==> src/rtl/i2c_master.sv <==
// Register-access I2C master: single-byte register write, or register read via repeated start.
// Open-drain bus through scl_oe/sda_oe; SCL runs at f_clk/(4*QDIV), no clock stretching.
module i2c_master #(
  parameter int unsigned QDIV = 4
) (
  input  logic       clk,
  input  logic       rst,
  input  logic       start,
  input  logic       rw,
  input  logic [6:0] slv_addr,
  input  logic [7:0] reg_addr,
  input  logic [7:0] wr_data,
  input  logic       sda_in,
  output logic       scl_oe,
  output logic       sda_oe,
  output logic       busy,
  output logic       done,
  output logic       ack_err,
  output logic [7:0] rd_data
);
  // state  | meaning
  // IDLE   | bus released, waiting for start
  // START  | SDA falls with SCL high, then SCL falls
  // ADDR   | shift {slv_addr, r/w} MSB first
  // ACK    | master releases SDA, slave ACK sampled at q2
  // REG    | shift reg_addr
  // WDATA  | shift wr_data
  // RSTART | repeated start before the read address
  // RDATA  | master releases SDA, 8 bits shifted in
  // MACK   | master NACK (SDA released) after the read byte
  // STOP   | SDA rises while SCL high
  // DONE   | one-cycle done pulse
  typedef enum logic [3:0] {
    IDLE, START, ADDR, ACK, REG, WDATA, RSTART, RDATA, MACK, STOP, DONE
  } state_t;

  localparam logic [7:0] TICK_RELOAD = 8'(QDIV - 1);

  state_t     state_q, state_d, ack_from_q;
  logic [7:0] tick_cnt_q;
  logic [1:0] qtr_q;
  logic [2:0] bit_q;
  logic [7:0] sh_q;
  logic [6:0] slv_q;
  logic [7:0] reg_q, wd_q;
  logic       rw_q, nack_q, rd_phase_q;
  logic       tick, bit_end, byte_end, scl_low, shifting;

  assign tick     = busy && (tick_cnt_q == 8'd0);
  assign bit_end  = tick && (qtr_q == 2'd3);
  assign byte_end = bit_end && (bit_q == 3'd7);
  assign scl_low  = (qtr_q == 2'd0) || (qtr_q == 2'd3);
  assign shifting = (state_q == ADDR) || (state_q == REG) || (state_q == WDATA);

  always_ff @(posedge clk or posedge rst) begin
    if (rst) state_q <= IDLE;
    else     state_q <= state_d;
  end

  always_comb begin
    state_d = state_q;
    scl_oe  = 1'b0;
    sda_oe  = 1'b0;
    busy    = 1'b1;
    done    = 1'b0;
    case (state_q)
      IDLE: begin
        busy = 1'b0;
        if (start) state_d = START;
      end
      START: begin
        sda_oe = (qtr_q != 2'd0);
        scl_oe = (qtr_q == 2'd3);
        if (bit_end) state_d = ADDR;
      end
      ADDR, REG, WDATA: begin
        scl_oe = scl_low;
        sda_oe = ~sh_q[7];
        if (byte_end) state_d = ACK;
      end
      ACK: begin
        scl_oe = scl_low;
        if (bit_end) begin
          if (nack_q) state_d = STOP;
          else begin
            case (ack_from_q)
              ADDR:    state_d = rd_phase_q ? RDATA : REG;
              REG:     state_d = rw_q ? RSTART : WDATA;
              default: state_d = STOP;
            endcase
          end
        end
      end
      RSTART: begin
        // SDA released through q1, pulled low in q2 while SCL is high
        scl_oe = scl_low;
        sda_oe = qtr_q[1];
        if (bit_end) state_d = ADDR;
      end
      RDATA: begin
        scl_oe = scl_low;
        if (byte_end) state_d = MACK;
      end
      MACK: begin
        scl_oe = scl_low;
        if (bit_end) state_d = STOP;
      end
      STOP: begin
        scl_oe = (qtr_q == 2'd0);
        sda_oe = (qtr_q == 2'd0) || (qtr_q == 2'd1);
        if (bit_end) state_d = DONE;
      end
      DONE: begin
        busy    = 1'b0;
        done    = 1'b1;
        state_d = IDLE;
      end
      default: begin
        busy    = 1'b0;
        state_d = IDLE;
      end
    endcase
  end

  always_ff @(posedge clk or posedge rst) begin
    if (rst) begin
      tick_cnt_q <= 8'd0;
      qtr_q      <= 2'd0;
      bit_q      <= 3'd0;
      sh_q       <= 8'd0;
      slv_q      <= 7'd0;
      reg_q      <= 8'd0;
      wd_q       <= 8'd0;
      rw_q       <= 1'b0;
      nack_q     <= 1'b0;
      rd_phase_q <= 1'b0;
      ack_from_q <= IDLE;
      ack_err    <= 1'b0;
      rd_data    <= 8'd0;
    end else begin
      if (!busy)     tick_cnt_q <= TICK_RELOAD;
      else if (tick) tick_cnt_q <= TICK_RELOAD;
      else           tick_cnt_q <= tick_cnt_q - 8'd1;
      if (tick) qtr_q <= qtr_q + 2'd1;

      if (bit_end && (shifting || state_q == RDATA)) bit_q <= bit_q + 3'd1;

      if (state_q == IDLE && start) begin
        rw_q       <= rw;
        slv_q      <= slv_addr;
        reg_q      <= reg_addr;
        wd_q       <= wr_data;
        nack_q     <= 1'b0;
        rd_phase_q <= 1'b0;
        ack_err    <= 1'b0;
      end

      if (state_q == ACK && tick && qtr_q == 2'd2 && sda_in) nack_q <= 1'b1;
      if (state_q == RSTART && bit_end) rd_phase_q <= 1'b1;
      if (state_d == ACK && state_q != ACK) ack_from_q <= state_q;

      if (state_q == RDATA && tick && qtr_q == 2'd2) sh_q <= {sh_q[6:0], sda_in};
      if (bit_end && shifting) sh_q <= {sh_q[6:0], 1'b0};
      // byte loads take priority over the shift on the entering bit_end
      if (bit_end && state_d != state_q) begin
        case (state_d)
          ADDR:    sh_q <= {slv_q, state_q == RSTART};
          REG:     sh_q <= reg_q;
          WDATA:   sh_q <= wd_q;
          default: ;
        endcase
      end

      // results become visible together with the done pulse
      if (state_q == STOP && bit_end) begin
        ack_err <= nack_q;
        if (rw_q && !nack_q) rd_data <= sh_q;
      end
    end
  end
endmodule

==> config.mk <==
export PLATFORM = sky130hd
export DESIGN_NAME = i2c_master
export DESIGN_NICKNAME = d
export VERILOG_FILES = /design/src/rtl/i2c_master.sv
export SDC_FILE = /design/constraint.sdc
export NUM_CORES = 1
export LEC_CHECK = 0
export CAP_MARGIN = 30
export CORE_ASPECT_RATIO = 0.6
export CORE_MARGIN = 4
export CORE_UTILIZATION = 50
export DETAILED_ROUTE_END_ITERATION = 8
export GPL_TIMING_DRIVEN = 0
export PLACE_DENSITY = 0.75
export RECOVER_POWER = 25
export SYNTH_ARGS = -nofsm -noshare
export SYNTH_HDL_FRONTEND = slang
export SYNTH_SLANG_ARGS = --single-unit
==> constraint.sdc <==
create_clock -name clk -period 3.2 [get_ports clk]
set_input_delay 0.64 -clock clk [delete_from_list [all_inputs] [get_ports clk]]
set_output_delay 0.64 -clock clk [all_outputs]
set_load 0.1 [all_outputs]
# Word level (Yosys, flattened, before mapping)
# Cells that the tools add are included.
# totals
elab_cells,100
latchBits,0
input_bits,28
ram_bits,0
reg_bits,64
romBits,0
memories,0
# op_classes
multipliers,0
reduce_logical,34
order_cmp,0
n_div,0
shifts,0
bitwise,1
n_eq_ne,22
muxes,26
addsub,3
# ops
cell,n
8-bit two-way mux,5
4-bit two-way mux,8
"4-bit by 3-bit equality test with 1-bit output, second input constant",7
4-bit case mux with 7 select lines,1
8-bit case mux with 3 select lines,1
"4-bit by 2-bit equality test with 1-bit output, second input constant",5
1-bit logical AND,16
"4-bit equality test, second input constant",3
9-bit OR reduction,1
8-bit logical NOT,1
4-bit case mux with 2 select lines,1
2-bit nonzero test,4
"8-bit by 1-bit subtractor with 8-bit output, second input constant",1
7-bit OR reduction,1
1-bit two-way mux,6
1-bit logical OR,5
"2-bit equality test, second input constant",2
"4-bit by 1-bit equality test with 1-bit output, second input constant",1
4-bit logical NOT,1
2-bit two-way mux,2
"4-bit by 2-bit inequality test with 1-bit output, second input constant",1
4-bit inequality test,1
1-bit case mux with 4 select lines,1
"3-bit by 1-bit adder with 3-bit output, second input constant",1
10 further kinds,10

# Longest topological paths before layout
# depth
depth_word,11
ltp_mapped,11
depth_no_buf,9

# Worst setup path before layout
# No wires, ideal clock.
# synth_timing
kind,flip-flop to output port
from,register state_q[3]
to,output port done
required_time_ns,2.560
path_stages_with_launch,4
arrival_time_ns,2.932
slack_ns,-0.372
path_buffers,1
path_cell_list,dfrtp_1 clkbuf_1 inv_1 nor3_1
# synth_via
elab_chain_len,2
# synth_rtl
item,line,rtl
"start, declared",39,"state_t state_q, state_d, ack_from_q;"
"start signal, assigned",57,else state_q <= state_d;
4-bit equality test,66,case (state_q)
1-bit two-way mux,66,
"end, declared",17,"output logic done,"
# Every way passes these cells.

# Worst setup path in the final report
# layout_timing
from,register state_q[3]
to,output port sda_oe
# layout_via
elab_chain_len,3
word_cells_on_any_way,8
classes_between,eq/ne (6); mux (1); reduce/logical (1)
# layout_rtl
item,line,rtl
4-bit by 2-bit equality test with 1-bit output / 4-bit by 3-bit equality test with 1-bit output (equally long branches),66,
3-bit OR reduction,66,
1-bit case mux with 4 select lines *,66,
"end, declared",15,"output logic sda_oe,"
# Mark *: on every way between the ends. The rest lies on a longest branch, timed or not.

==> key figures <==
Critical path
  – CP Launch Type: flop
  – Crit-path cells: clkbuf_1 -> inv_1 -> nor2_1 -> o21ai_0 -> o211ai_1 -> buf_2
  – CP Max Fanout: 10
  – CP peak stage delay: 0.46 ns
  – Buf/Inv on CP: 3
  – Top delay family on crit path: buffers and inverters
  – Slowest stage cell, crit path: buf_2
  – Endpoint class of the critical path: output port
  – Critical path arrival: 2.35 ns
  – Critical path class: flop to output port
  – Req. time, crit path: 2.56 ns

Clock tree
  – Clk sinks: 64
  – CTS buffer count: 9
  – H-tree depth: 3
  – Clk_lat worst skew: 0.35 ns
  – Hold_buf cts: 0
  – Post-CTS Setup Bufs: 0
  – CTS Root Cell: clkbuf_8
  – Worst-path clk slew: 0.07 ns
  – CTS max path bufs: 2
  – CTS tree: built

GRT
  – First-pass GRT wire length: 12,800 um
  – Number of global-route vias before repair: 2,439
  – GRT Total Usage: 20.5%
  – Initial antenna violation count: 0
  – Largest net degree at the start of global routing: 43
  – Overflow left after global routing: 0

Floorplan
  – Die area: 8020 um^2
  – FP Rows: 22
  – Initial Utilization: 52.9%
  – DIE HEIGHT: 71.0 um
  – Die X: 113 um
  – Placeable Area: 6250 um^2
  – Boundary Pins: 41

STA
  – Endpoints failing setup: 0
  – RSZ-0062 raised after global routing: false
  – FMAX: 0.334 GHz
  – Slew Limit Headroom: 31.2%
  – Fin. Hold Viols: 0
  – Measured slew at the worst slew-check pin: 1.03 ns
  – Skew final: 0.00915 ns
  – Final Max Slew Viols: 0
  – Final setup TNS: 0 ns
  – Post-layout min period: 2.99 ns
  – Crit share post-route: 93.5%

Final layout
  – # nets final: 374
  – Layout cell share with drive strength beyond 1: 19.8%
  – Fin util: 63.7%
  – Most frequent cells in the layout: 64 x dfrtp_1, 35 x clkdlybuf4s50_1, 31 x mux2_2, 20 x nand2_1, 17 x mux2i_1
  – Antenna cells: 0
  – Non-Filler Instances: 427
  – Leading cell type in the layout, fill and taps excluded: dfrtp_1
  – Area Growth Syn to Fin: 20.3%

Logic synthesis
  – Mean Syn Cell Area: 11.6 um^2
  – Syn. warnings: 0
  – Leading register cell type out of synthesis: dfrtp_1
  – Cells after synthesis: 286
  – Leading area contributor after synthesis: dfrtp_1
  – Sequential area share after synthesis: 48.4%
  – Post-synth EDFFs: 0
  – Area contributors post-synth: dfrtp_1 48%, mux2_2 11%, mux2i_1 5.1%
  – Syn Nets: 322
  – Unique masters post-synth: 56
  – Cell Area, Synth: 3310 um^2
  – Post-synth top area share: 48.4%
  – Synth Register Bits: 64
  – Async SR Flop Fraction: 100%

Drt
  – Routed Wire Length: 7670 um
  – Wire length per cell: 18.0 um
  – Number of remaining DRC errors: 0
  – DRT antenna net count: 0
  – Via count: 2,497
  – Via/cell ratio: 5.85
  – Initial DRC count: 185
  – Pre-antenna DRT Iters: 4

Power
  – Switching share of power: 23.6%
  – VDD IR max: 0.000215 V
  – Pwr Total: 0.00146 W
  – Clock power share: 41.1%
  – NetSw: 0.000344 W
  – Int Pwr: 0.00111 W
  – Pwr dens: 366 nW/um^2
  – Sequential share of power: 55.4%
  – Gate power share: 3.5%
  – Pleak: 1.92 nW

Place
  – Number of port buffers: 40
  – Dpl cells: 411
  – GP Congestion: 0.970
  – HPWL after DPL: 5810 um

Hold path
  – Hold WC Path Type: flop to flop

Outcome
  – Run status: complete, no violations

Run
  – Max-cap viol count: 0
[area by class of cell]
cell class                 instances  area [um^2]
timing repair buffer              41          395
inverter                          12         45.0
buffer                            10         52.6
sequential                        64         1600
tap                               84          105
clock inverter                     6         36.3
multi-input combinational        200         1620
fill                             506         2270
clock buffer                      10          128
[state kept, by name, summed over array words and instances, names as in the netlist, 4 cells and up]
| register | flops |
|---|---|
| reg_q | 8 |
| state_q | 4 |
| slv_q | 7 |
| wd_q | 8 |
| sh_q | 8 |
| tick_cnt_q | 8 |
| rd_data | 8 |
| ack_from_q | 4 |
[metrics by stage]
stage / worst slack (ns) / area (um^2) / hold WS, ns
2_1_floorplan: 0.0289 / 3320 / 0.428
3_3_place_gp: -0.170 / 3820 / 0.455
3_5_place_dp: -0.0827 / 3840 / 0.452
4_1_cts: 0.000407 / 4010 / 0.460
5_1_grt: 0.0394 / 3980 / 0.494
6_report: 0.208 / 3980 / 0.463
[logic make-up (layout without fill, tap and decap cells)]
family,after synthesis,count (layout),synth area share [%]
compound gates,59,59,14.3
xor+xnor,7,7,1.85
fa+ha+maj,8,8,3.03
buf+inv,22,79,2.91
flops,64,64,48.4
mux,53,53,17.4
simple gates,73,73,12.1
[final timing paths]
path,from,endpoint,slack [ns],cells past startpoint
min in group asynchronous,rst,rd_data[6],0.92,2
max,state_q[3],sda_oe,0.21,6
max in group asynchronous,rst,bit_q[0],0.75,3
max reg2reg,qtr_q[0],sh_q[4],0.26,9
min reg2reg,tick_cnt_q[0],tick_cnt_q[0],0.46,1
min,tick_cnt_q[0],tick_cnt_q[0],0.46,1
[cell usage after synthesis, types with 4 or more instances]
| cell | instances |
|---|---|
| nand2_1 | 20 |
| mux2_2 | 31 |
| a22oi_1 | 9 |
| mux2_1 | 5 |
| nand2b_1 | 5 |
| ha_1 | 8 |
| xnor2_1 | 4 |
| mux2i_1 | 17 |
| o21ai_0 | 6 |
| a22o_1 | 9 |
| nand3_1 | 4 |
| clkbuf_1 | 6 |
| inv_1 | 10 |
| a21oi_1 | 7 |
| dfrtp_1 | 64 |
| nor2_1 | 15 |
| nor2b_1 | 4 |
[metal layers]
layer,wire length (um),global-route usage [%],vias up
li1,-,-,1159
met1,3960,32.7,1222
met2,2930,25.5,106
met3,693,6.07,10
met4,77,7.07,0
met5,0,0,-
[worst register-to-register path, stage by stage, from the launching register on]
cell and delay [ns]:
dfrtp_1 0.43, ha_1 0.27, and4bb_2 0.32, and2_1 0.24
a311o_1 0.33, a211oi_2 0.39, buf_2 0.31, nand3_1 0.16
o221ai_4 0.18, mux2i_1 0.24
[what timing repair did]
item                       4_1_cts  5_1_grt
gates cloned                     0        0
gates resized for setup          9        3
pin swaps                        0        0
setup endpoints to repair        4        2
[power groups by stage]
stage	Sequential, W	Combinational (W)	Clock, W
2_1_floorplan	0.000824	0.0000127	0
3_3_place_gp	0.000824	0.0000513	0
3_5_place_dp	0.000824	0.0000549	0
4_1_cts	0.000808	0.0000549	0.000612
5_1_grt	0.000808	0.0000562	0.000645
6_report	0.000808	0.0000504	0.000600
No activity file was read; power rests on OpenSTA's default activity.
